`src/rtl/concat_n_pkg.sv`:
```
// Shared types and helpers for the N-way list-stream concatenator.
// Contents: state enum st_e, element counter width COUNT_W, sel_width()
// which gives the width of a list index for n lists.
package concat_pkg;

    typedef enum logic {
        S_RUN  = 1'b0,
        S_DONE = 1'b1
    } st_e;

    localparam int unsigned COUNT_W = 16;

    // Width of an index over n lists; a single list still needs one bit.
    function automatic int unsigned sel_width(input int unsigned n);
        int unsigned r;
        r = 1;
        if (n > 1) begin
            r = $clog2(n);
        end
        return r;
    endfunction

endpackage : concat_pkg

```
`src/rtl/concat_n_list_sel_mux.sv`:
```
// list_sel_mux: combinational routing between the consumer side and the
// currently selected source list.
// Ports:
//   sel              in   SEL_W  index of the selected list
//   en               in   1      allow the consumer request through to a source
//   req              in   1      consumer request
//   list_ack         in   N      per-list acknowledge
//   list_value       in   N*W    list i at bits [i*W +: W]
//   list_value_valid in   N      per-list element/end flag
//   list_req         out  N      one-hot (or zero) request to the selected list
//   sel_value        out  W      value of the selected list
//   sel_valid        out  1      value_valid of the selected list
//   sel_ack          out  1      acknowledge of the selected list
module list_sel_mux #(
    parameter int unsigned N     = 4,
    parameter int unsigned W     = 8,
    parameter int unsigned SEL_W = 2
) (
    input  logic [SEL_W-1:0] sel,
    input  logic             en,
    input  logic             req,
    input  logic [N-1:0]     list_ack,
    input  logic [N*W-1:0]   list_value,
    input  logic [N-1:0]     list_value_valid,
    output logic [N-1:0]     list_req,
    output logic [W-1:0]     sel_value,
    output logic             sel_valid,
    output logic             sel_ack
);

    // Loop compare instead of a direct index so a sel beyond N-1 selects nothing.
    always_comb begin
        list_req  = '0;
        sel_value = '0;
        sel_valid = 1'b0;
        sel_ack   = 1'b0;
        for (int i = 0; i < int'(N); i++) begin
            if (SEL_W'(i) == sel) begin
                list_req[i] = en & req;
                sel_value   = list_value[i*W +: W];
                sel_valid   = list_value_valid[i];
                sel_ack     = list_ack[i];
            end
        end
    end

endmodule : list_sel_mux

```
`src/rtl/concat_n.sv`:
```
// concat_n: concatenates N source list streams into one consumer stream.
// Pulls list 0 to its end, then list 1, ... list N-1. Intermediate end
// markers are swallowed (one bubble cycle each); only the last one is
// forwarded, after which every request is answered with an end marker.
// Optional: define CONCAT_N_COUNT_EN to add a saturating element counter.
// Ports:
//   clock, reset          rising-edge clock, synchronous active-high reset
//   ready                 0 = re-arm to list 0 on the next edge
//   list_req/ack/value/value_valid   source-side streams (N lanes)
//   req/ack/value/value_valid        consumer-side stream
//   cur_list              index of the selected list
//   count (optional)      elements delivered since reset / re-arm
module concat_n
    import concat_pkg::*;
#(
    parameter  int unsigned N     = 4,
    parameter  int unsigned W     = 8,
    localparam int unsigned SEL_W = sel_width(N)
) (
    input  logic               clock,
    input  logic               reset,
    input  logic               ready,
    output logic [N-1:0]       list_req,
    input  logic [N-1:0]       list_ack,
    input  logic [N*W-1:0]     list_value,
    input  logic [N-1:0]       list_value_valid,
    input  logic               req,
    output logic               ack,
    output logic [W-1:0]       value,
    output logic               value_valid,
`ifdef CONCAT_N_COUNT_EN
    output logic [COUNT_W-1:0] count,
`endif
    output logic [SEL_W-1:0]   cur_list
);

    st_e              st_q, st_d;
    logic [SEL_W-1:0] sel_q, sel_d;
    logic             route_en;
    logic [W-1:0]     mux_value;
    logic             mux_valid;
    logic             mux_ack;
    logic             is_last;

    assign is_last  = (sel_q == SEL_W'(N - 1));
    assign cur_list = sel_q;

    list_sel_mux #(
        .N     (N),
        .W     (W),
        .SEL_W (SEL_W)
    ) u_mux (
        .sel              (sel_q),
        .en               (route_en),
        .req              (req),
        .list_ack         (list_ack),
        .list_value       (list_value),
        .list_value_valid (list_value_valid),
        .list_req         (list_req),
        .sel_value        (mux_value),
        .sel_valid        (mux_valid),
        .sel_ack          (mux_ack)
    );

    // State register.
    always_ff @(posedge clock) begin
        if (reset) begin
            st_q  <= S_RUN;
            sel_q <= '0;
        end else begin
            st_q  <= st_d;
            sel_q <= sel_d;
        end
    end

    // Next state and consumer-side outputs; ready=0 overrides any advance.
    always_comb begin
        st_d        = st_q;
        sel_d       = sel_q;
        route_en    = 1'b0;
        ack         = 1'b0;
        value       = '0;
        value_valid = 1'b0;
        if (!reset) begin
            case (st_q)
                S_RUN: begin
                    route_en    = 1'b1;
                    value       = mux_value;
                    value_valid = mux_valid;
                    if (mux_ack) begin
                        if (mux_valid) begin
                            ack = 1'b1;
                        end else if (is_last) begin
                            ack  = 1'b1;
                            st_d = S_DONE;
                        end else begin
                            sel_d = sel_q + SEL_W'(1);
                        end
                    end
                end
                S_DONE: begin
                    ack = req;
                end
                default: begin
                    st_d = S_RUN;
                end
            endcase
            if (!ready) begin
                sel_d = '0;
                st_d  = S_RUN;
            end
        end
    end

`ifdef CONCAT_N_COUNT_EN
    logic [COUNT_W-1:0] cnt_q, cnt_d;

    assign count = cnt_q;

    // Saturating count of delivered elements; cleared on re-arm.
    always_comb begin
        cnt_d = cnt_q;
        if (ack && value_valid && (cnt_q != '1)) begin
            cnt_d = cnt_q + COUNT_W'(1);
        end
        if (!ready) begin
            cnt_d = '0;
        end
    end

    always_ff @(posedge clock) begin
        if (reset) begin
            cnt_q <= '0;
        end else begin
            cnt_q <= cnt_d;
        end
    end
`endif

endmodule : concat_n

```
`config.mk`:
```
export PLATFORM = sky130hd
export DESIGN_NAME = concat_n
export DESIGN_NICKNAME = d
export VERILOG_FILES = /design/src/rtl/concat_n_pkg.sv /design/src/rtl/concat_n_list_sel_mux.sv /design/src/rtl/concat_n.sv
export SDC_FILE = /design/constraint.sdc
export NUM_CORES = 1
export LEC_CHECK = 0
export CAP_MARGIN = 20
export CORE_AREA = 5 5 52 54
export CTS_CLUSTER_DIAMETER = 100
export DETAILED_ROUTE_END_ITERATION = 8
export DIE_AREA = 0 0 57 59
export PLACE_DENSITY = 0.83
export SLEW_MARGIN = 20
export SYNTH_ARGS = -nofsm -noshare
export SYNTH_HDL_FRONTEND = slang
export SYNTH_SLANG_ARGS = --single-unit
```
`constraint.sdc`:
```
create_clock -name clock -period 2 [get_ports clock]
set_input_delay 0.3 -clock clock [delete_from_list [all_inputs] [get_ports clock]]
set_output_delay 0.3 -clock clock [all_outputs]
set_load 0.05 [all_outputs]
```
After elaboration in Yosys (flattened, before gate mapping)

Cells that the tools add are included.

Bits in latches: 0
Memory bits (writable): 0
Memory bits (read-only): 0
Memories kept: 0
Logic and storage cells: 45
Input port bits: 44
Register bits: 3

Add/subtract/negate cells: 1
Equal/unequal tests: 4
Mux-type cells: 30
Multiply operators: 0
$lt $le $gt $ge: 0
Reductions and logical operators: 3
Bitwise gates (word level): 5
Div/mod/pow operators: 0
Shift-type cells: 0

Operators with widths:

| cell                                                            | count |
|---|---|
| 8-bit two-way mux                                               | 6 |
| 1-bit two-way mux                                               | 23 |
| 2-bit == test (first input constant)                            | 2 |
| 1-bit NOT                                                       | 4 |
| 4-bit AND reduction                                             | 1 |
| 2-bit by 1-bit adder with 2-bit output (second input constant)  | 1 |
| 1-bit by 2-bit == test with 1-bit output (first input constant) | 1 |
| 2-bit == test (second input constant)                           | 1 |
| 2-bit zero test                                                 | 1 |
| 1-bit one-hot mux with 2 select lines                           | 1 |
| 2-bit OR reduction                                              | 1 |
| 1-bit bitwise AND                                               | 1 |

Depth between registers and ports, before layout

Depth in word-level cells: 9
Gate-level depth with buffers: 7

Hierarchy

From an unflattened synthesis, not the netlist that was laid out.

Cell total of the unflattened synthesis: 44
Area total of the unflattened synthesis: 543.0 um^2

Modules (own cells, without submodules):

| module       | cells an instance | area an instance (um^2) | times used | sequential area each (um^2) |
|---|---|---|---|---|
| list_sel_mux | 17                | 321.6                   | 1          | 0.0 |
| concat_n     | 27                | 221.5                   | 1          | 60.1 |

Worst setup path before layout

OpenSTA, ideal clock, no wires.

Path type: flip-flop to output port
From: register sel_q[1], in the netlist cur_list[1]
To: output value[0]
Cell stages (with the launch flop): 6
Arrival time: 2702 ps
Slack: -1002 ps
Buffers on the path: 2
Cell sequence: dfxtp_1 ha_1 clkbuf_1 clkbuf_1 a221oi_1 o31ai_1

Word-level cells in the longest chain between the ends: 7
Elaborated cells between the ends (all ways): 10
Those cells by class: eq/ne: 3; mux: 6; reduce/logical: 1

RTL lines:

| what                           | line                        | RTL |
|---|---|---|
| from (decl)                    | concat_n.sv:38              | `logic [SEL_W-1:0] sel_q, sel_d;` |
| from (signal assigned)         | concat_n.sv:72              | `sel_q <= sel_d;` |
| 2-bit zero test                | concat_n_list_sel_mux.sv:38 | `if (SEL_W'(i) == sel) begin` |
| 8-bit two-way mux (3 in a row) | concat_n_list_sel_mux.sv:38 |  |
| 8-bit two-way mux (*)          | concat_n_list_sel_mux.sv:38 |  |
| 8-bit two-way mux (*)          | concat_n.sv:85              | `case (st_q)` |
| 8-bit two-way mux (*)          | concat_n.sv:84              | `if (!reset) begin` |
| to (decl)                      | concat_n.sv:29              | `output logic [W-1:0] value,` |

Mark *: on every way between the ends. The rest lies on a longest branch, timed or not.

Final worst setup path

From: register sel_q[1], in the netlist cur_list[1]
To: output ack

Word-level cells in the longest chain between the ends: 9
Elaborated cells between the ends (all ways): 18
Those cells by class: eq/ne: 4; mux: 13; reduce/logical: 1

RTL lines:

| what                                      | line                        | RTL |
|---|---|---|
| 2-bit zero test                           | concat_n_list_sel_mux.sv:38 |  |
| 1-bit two-way mux (4 in a row)            | concat_n_list_sel_mux.sv:38 |  |
| 1-bit two-way mux                         | concat_n.sv:91              | `if (mux_valid) begin` |
| 1-bit two-way mux (*)                     | concat_n.sv:90              | `if (mux_ack) begin` |
| 1-bit one-hot mux with 2 select lines (*) | concat_n.sv:85              |  |
| 1-bit two-way mux (*)                     | concat_n.sv:84              |  |
| to (decl)                                 | concat_n.sv:28              | `output logic ack,` |

Marks and branches as above.

==> results.sh <==
export IMPL_synth_seq_cells=3
export IMPL_setup_viol=11
export IMPL_critPathArrivalTime_ns=1.83
export IMPL_cts_path_max_buffers=2
export IMPL_die_y_um=59
export IMPL_htree_num_levels=1
export IMPL_hold_class="register to register"
export IMPL_cts_root_buffer_cell="clkbuf_4"
export IMPL_grt_pass1_wl_um=5090
export IMPL_whs_ns=0.545
export IMPL_antenna_found_initial=0
export IMPL_routed_wl_um=3450
export IMPL_cts_sinks=3
export IMPL_rows=17
export IMPL_initial_core_util=0.262
export IMPL_syn_area_per_cell_um2=6.94
export IMPL_synth_cell_type_count=22
export IMPL_place_hpwl_um=2470
export IMPL_utilization=0.831
export IMPL_gp_congestion=0.942
export IMPL_busiest_layer="met2"
export IMPL_startpoint_type="register"
export IMPL_slowest_delay_ns=0.38
export IMPL_status="finished with violations"
export IMPL_seq_area_frac_synth=0.105
export IMPL_syn_nets=130
export IMPL_drc=0
export IMPL_nets=205
export IMPL_violations="negative setup slack"
export IMPL_cp_slowest_cell="dfxtp_4"
export IMPL_worst_path_max_fanout=5
export IMPL_grt_util_met2=0.352
export IMPL_dp_slack_ns=-0.0235
export IMPL_layout_min_cycle_time_ns=2.13
export IMPL_setup_ws_ns=-0.128
export IMPL_met3_usage=0.0414
export IMPL_routed_via_density=5.44
export IMPL_drive_gt1_frac=0.455
export IMPL_overflow=0
export IMPL_skew_ns=0.00186
export IMPL_num_vias=1001
export IMPL_drv_slew=0
export IMPL_final_cell_area_um2=1800
export IMPL_cts_tree="yes"
export IMPL_fmax_ghz=0.470
export IMPL_gr_usage_met1=0.223
export IMPL_finalHoldViolCount=0
export IMPL_io_pins=60
export IMPL_io_buffers=59
export IMPL_ir_worst_vdd_mv=0.282
export IMPL_die_w_um=57
export IMPL_n_antenna_cell=0
export IMPL_dr_first_iter_drc_count=25
export IMPL_drt_pass1_iterations=4
export IMPL_clkTransAtPathRegs_ns=0.04
export IMPL_grt_setup_unrepaired="yes"
export IMPL_fin_crit_sh=1.06
export IMPL_core_um2=2170
export IMPL_numCtsBuffers=3
export IMPL_dpl_cell_area_um2=1560
export IMPL_cp_required_ns=1.70
export IMPL_maxCapViolCount=0
export IMPL_wire_per_inst_um=18.7
export IMPL_syn_inst=82
export IMPL_tightest_slew_ns=0.507
export IMPL_p_leak_nw=0.674
export IMPL_grt_total_usage=0.192
export IMPL_relSlewSlack=0.661
export IMPL_cp_end_kind="output port"
export IMPL_syn_area_um2=569
export IMPL_die_area_um2=3360
export IMPL_clock_latency_ns=0.24
export IMPL_drtAntennaViolNets=0
export IMPL_first_global_vias=1034
export IMPL_grt_max_degree=14
export IMPL_yosysWarnings=0
export IMPL_syn2layout_area_growth_pct=217
export IMPL_critical_path_class="register to output port"
export IMPL_worstPathCellList="inv_4 -> ha_4 -> nand3b_1 -> a2111oi_4 -> a221oi_2 -> nor2_4 -> buf_12"
export IMPL_powerDensity_nw_per_um2=351
## cell usage after synthesis (all sizes together)
cell type | number | area share
nand3 | 8 | 0.070
or4b | 1 | 0.018
o21a | 1 | 0.013
dfxtp | 3 | 0.11
or3 | 1 | 0.011
and3 | 4 | 0.044
a2111oi | 1 | 0.015
nor2 | 5 | 0.033
nand3b | 3 | 0.040
nand2 | 4 | 0.026
o31ai | 8 | 0.11
o211ai | 2 | 0.026
a221oi | 8 | 0.12
nor2b | 11 | 0.12
o21ai | 1 | 0.0088
a21oi | 5 | 0.044
clkbuf | 7 | 0.046
or2 | 1 | 0.011
a2111o | 1 | 0.020
inv | 2 | 0.013
mux2i | 1 | 0.018
ha | 4 | 0.088
## cell usage in the layout (no fill, tap or decap)
| cell type | Yosys | final |
|---|---|---|
| mux2i_4 | 0 | 1 |
| a21oi_1 | 5 | 1 |
| clkbuf_1 | 7 | 1 |
| ha_4 | 0 | 4 |
| or4b_1 | 1 | 1 |
| a221oi_4 | 0 | 1 |
| a21oi_2 | 0 | 3 |
| dfxtp_1 | 3 | 1 |
| dfxtp_4 | 0 | 2 |
| or2_2 | 1 | 1 |
| a2111oi_4 | 0 | 1 |
| or3_4 | 0 | 1 |
| nand3_1 | 8 | 8 |
| o21a_1 | 1 | 1 |
| nor2b_1 | 11 | 9 |
| o31ai_4 | 0 | 7 |
| clkdlybuf4s50_1 | 0 | 45 |
| nor2b_4 | 0 | 1 |
| buf_12 | 0 | 15 |
| buf_4 | 0 | 15 |
| o21ai_4 | 0 | 1 |
| a221oi_2 | 0 | 7 |
| nor2_4 | 0 | 2 |
| nor2_1 | 5 | 3 |
| inv_4 | 0 | 1 |
| nor2b_2 | 0 | 1 |
| a21oi_4 | 0 | 1 |
| buf_6 | 0 | 2 |
| clkbuf_4 | 0 | 3 |
| nand3b_1 | 3 | 3 |
| a2111o_1 | 1 | 1 |
| nand2_1 | 4 | 4 |
| o211ai_1 | 2 | 2 |
| and3_1 | 4 | 4 |
| o31ai_1 | 8 | 1 |
| inv_2 | 0 | 1 |
## where the power goes
part           switching, mW  internal (mW)
clock                 0.0371         0.0751
combinational          0.206          0.250
sequential           0.00378         0.0600
## per-stage QoR
| step | power (mW) | TNS [ns] | instances |
|---|---|---|---|
| after floorplan | 0.244 | 0 | 82 |
| after global placement | 0.443 | 0 | 173 |
| after detailed placement | 0.451 | -0.0404 | 173 |
| after CTS | 0.603 | -0.958 | 179 |
| after global routing | 0.660 | -1.46 | 184 |
| final | 0.632 | -0.776 | 184 |
## state kept, by name (all words and copies together) (netlist names)
| signal | count |
|---|---|
| st_q | 1 |
| cur_list | 2 |
## layout make-up
class                           count  area [µm²]
Fill cell                         123         367
Sequential cell                     3        67.6
Tap cell                           28        35.0
Timing Repair Buffer               77         886
Clock buffer                        4        26.3
Inverter                            2        10.0
Multi-Input combinational cell     70         778
## critical path: cells and delay by family, from the launching register on
| family | cells | cell delay, ns |
|---|---|---|
| AOI/OAI and AO/OA | 2 | 0.48 |
| DFF | 1 | 0.38 |
| and+or+nand+nor | 2 | 0.36 |
| buffers and inverters | 2 | 0.20 |
| adders and majority gates | 1 | 0.17 |
## final timing paths
kind              cells past startpoint  slack [ns]         from     endpoint
setup / recovery                      7       -0.13  cur_list[1]          ack
hold / removal                        2        0.55  cur_list[0]  cur_list[0]
setup reg to reg                      7       -0.01  cur_list[1]  cur_list[0]
hold reg to reg                       2        0.55  cur_list[0]  cur_list[0]
## per-layer routing
layer  vias up  wire length (µm)
met4         0                61
met3         7               302
met2        58              1620
met5         -                 0
li1        467                 -
met1       469              1460
## what timing repair did
| action | 4_1_cts | 5_1_grt |
|---|---|---|
| resized for setup | 19 | 11 |
| setup endpoints to repair | 10 | 11 |
| cloned | 0 | 0 |
| pin swaps | 7 | 7 |
| hold endpoints to repair | 0 | 0 |
| hold buffers | 0 | 0 |
| setup buffers | 2 | 5 |
## cells by family (layout without fill, tap and decap cells)
| family | after synthesis | in the layout | synth area share |
|---|---|---|---|
| AOI/OAI and AO/OA | 27 | 27 | 0.356 |
| adders and majority gates | 4 | 4 | 0.0879 |
| buffers and inverters | 9 | 83 | 0.0594 |
| DFF | 3 | 3 | 0.105 |
| muxes | 1 | 1 | 0.0176 |
| and+or+nand+nor | 38 | 38 | 0.374 |
Note: power is estimated with default switching activity, not from simulation.
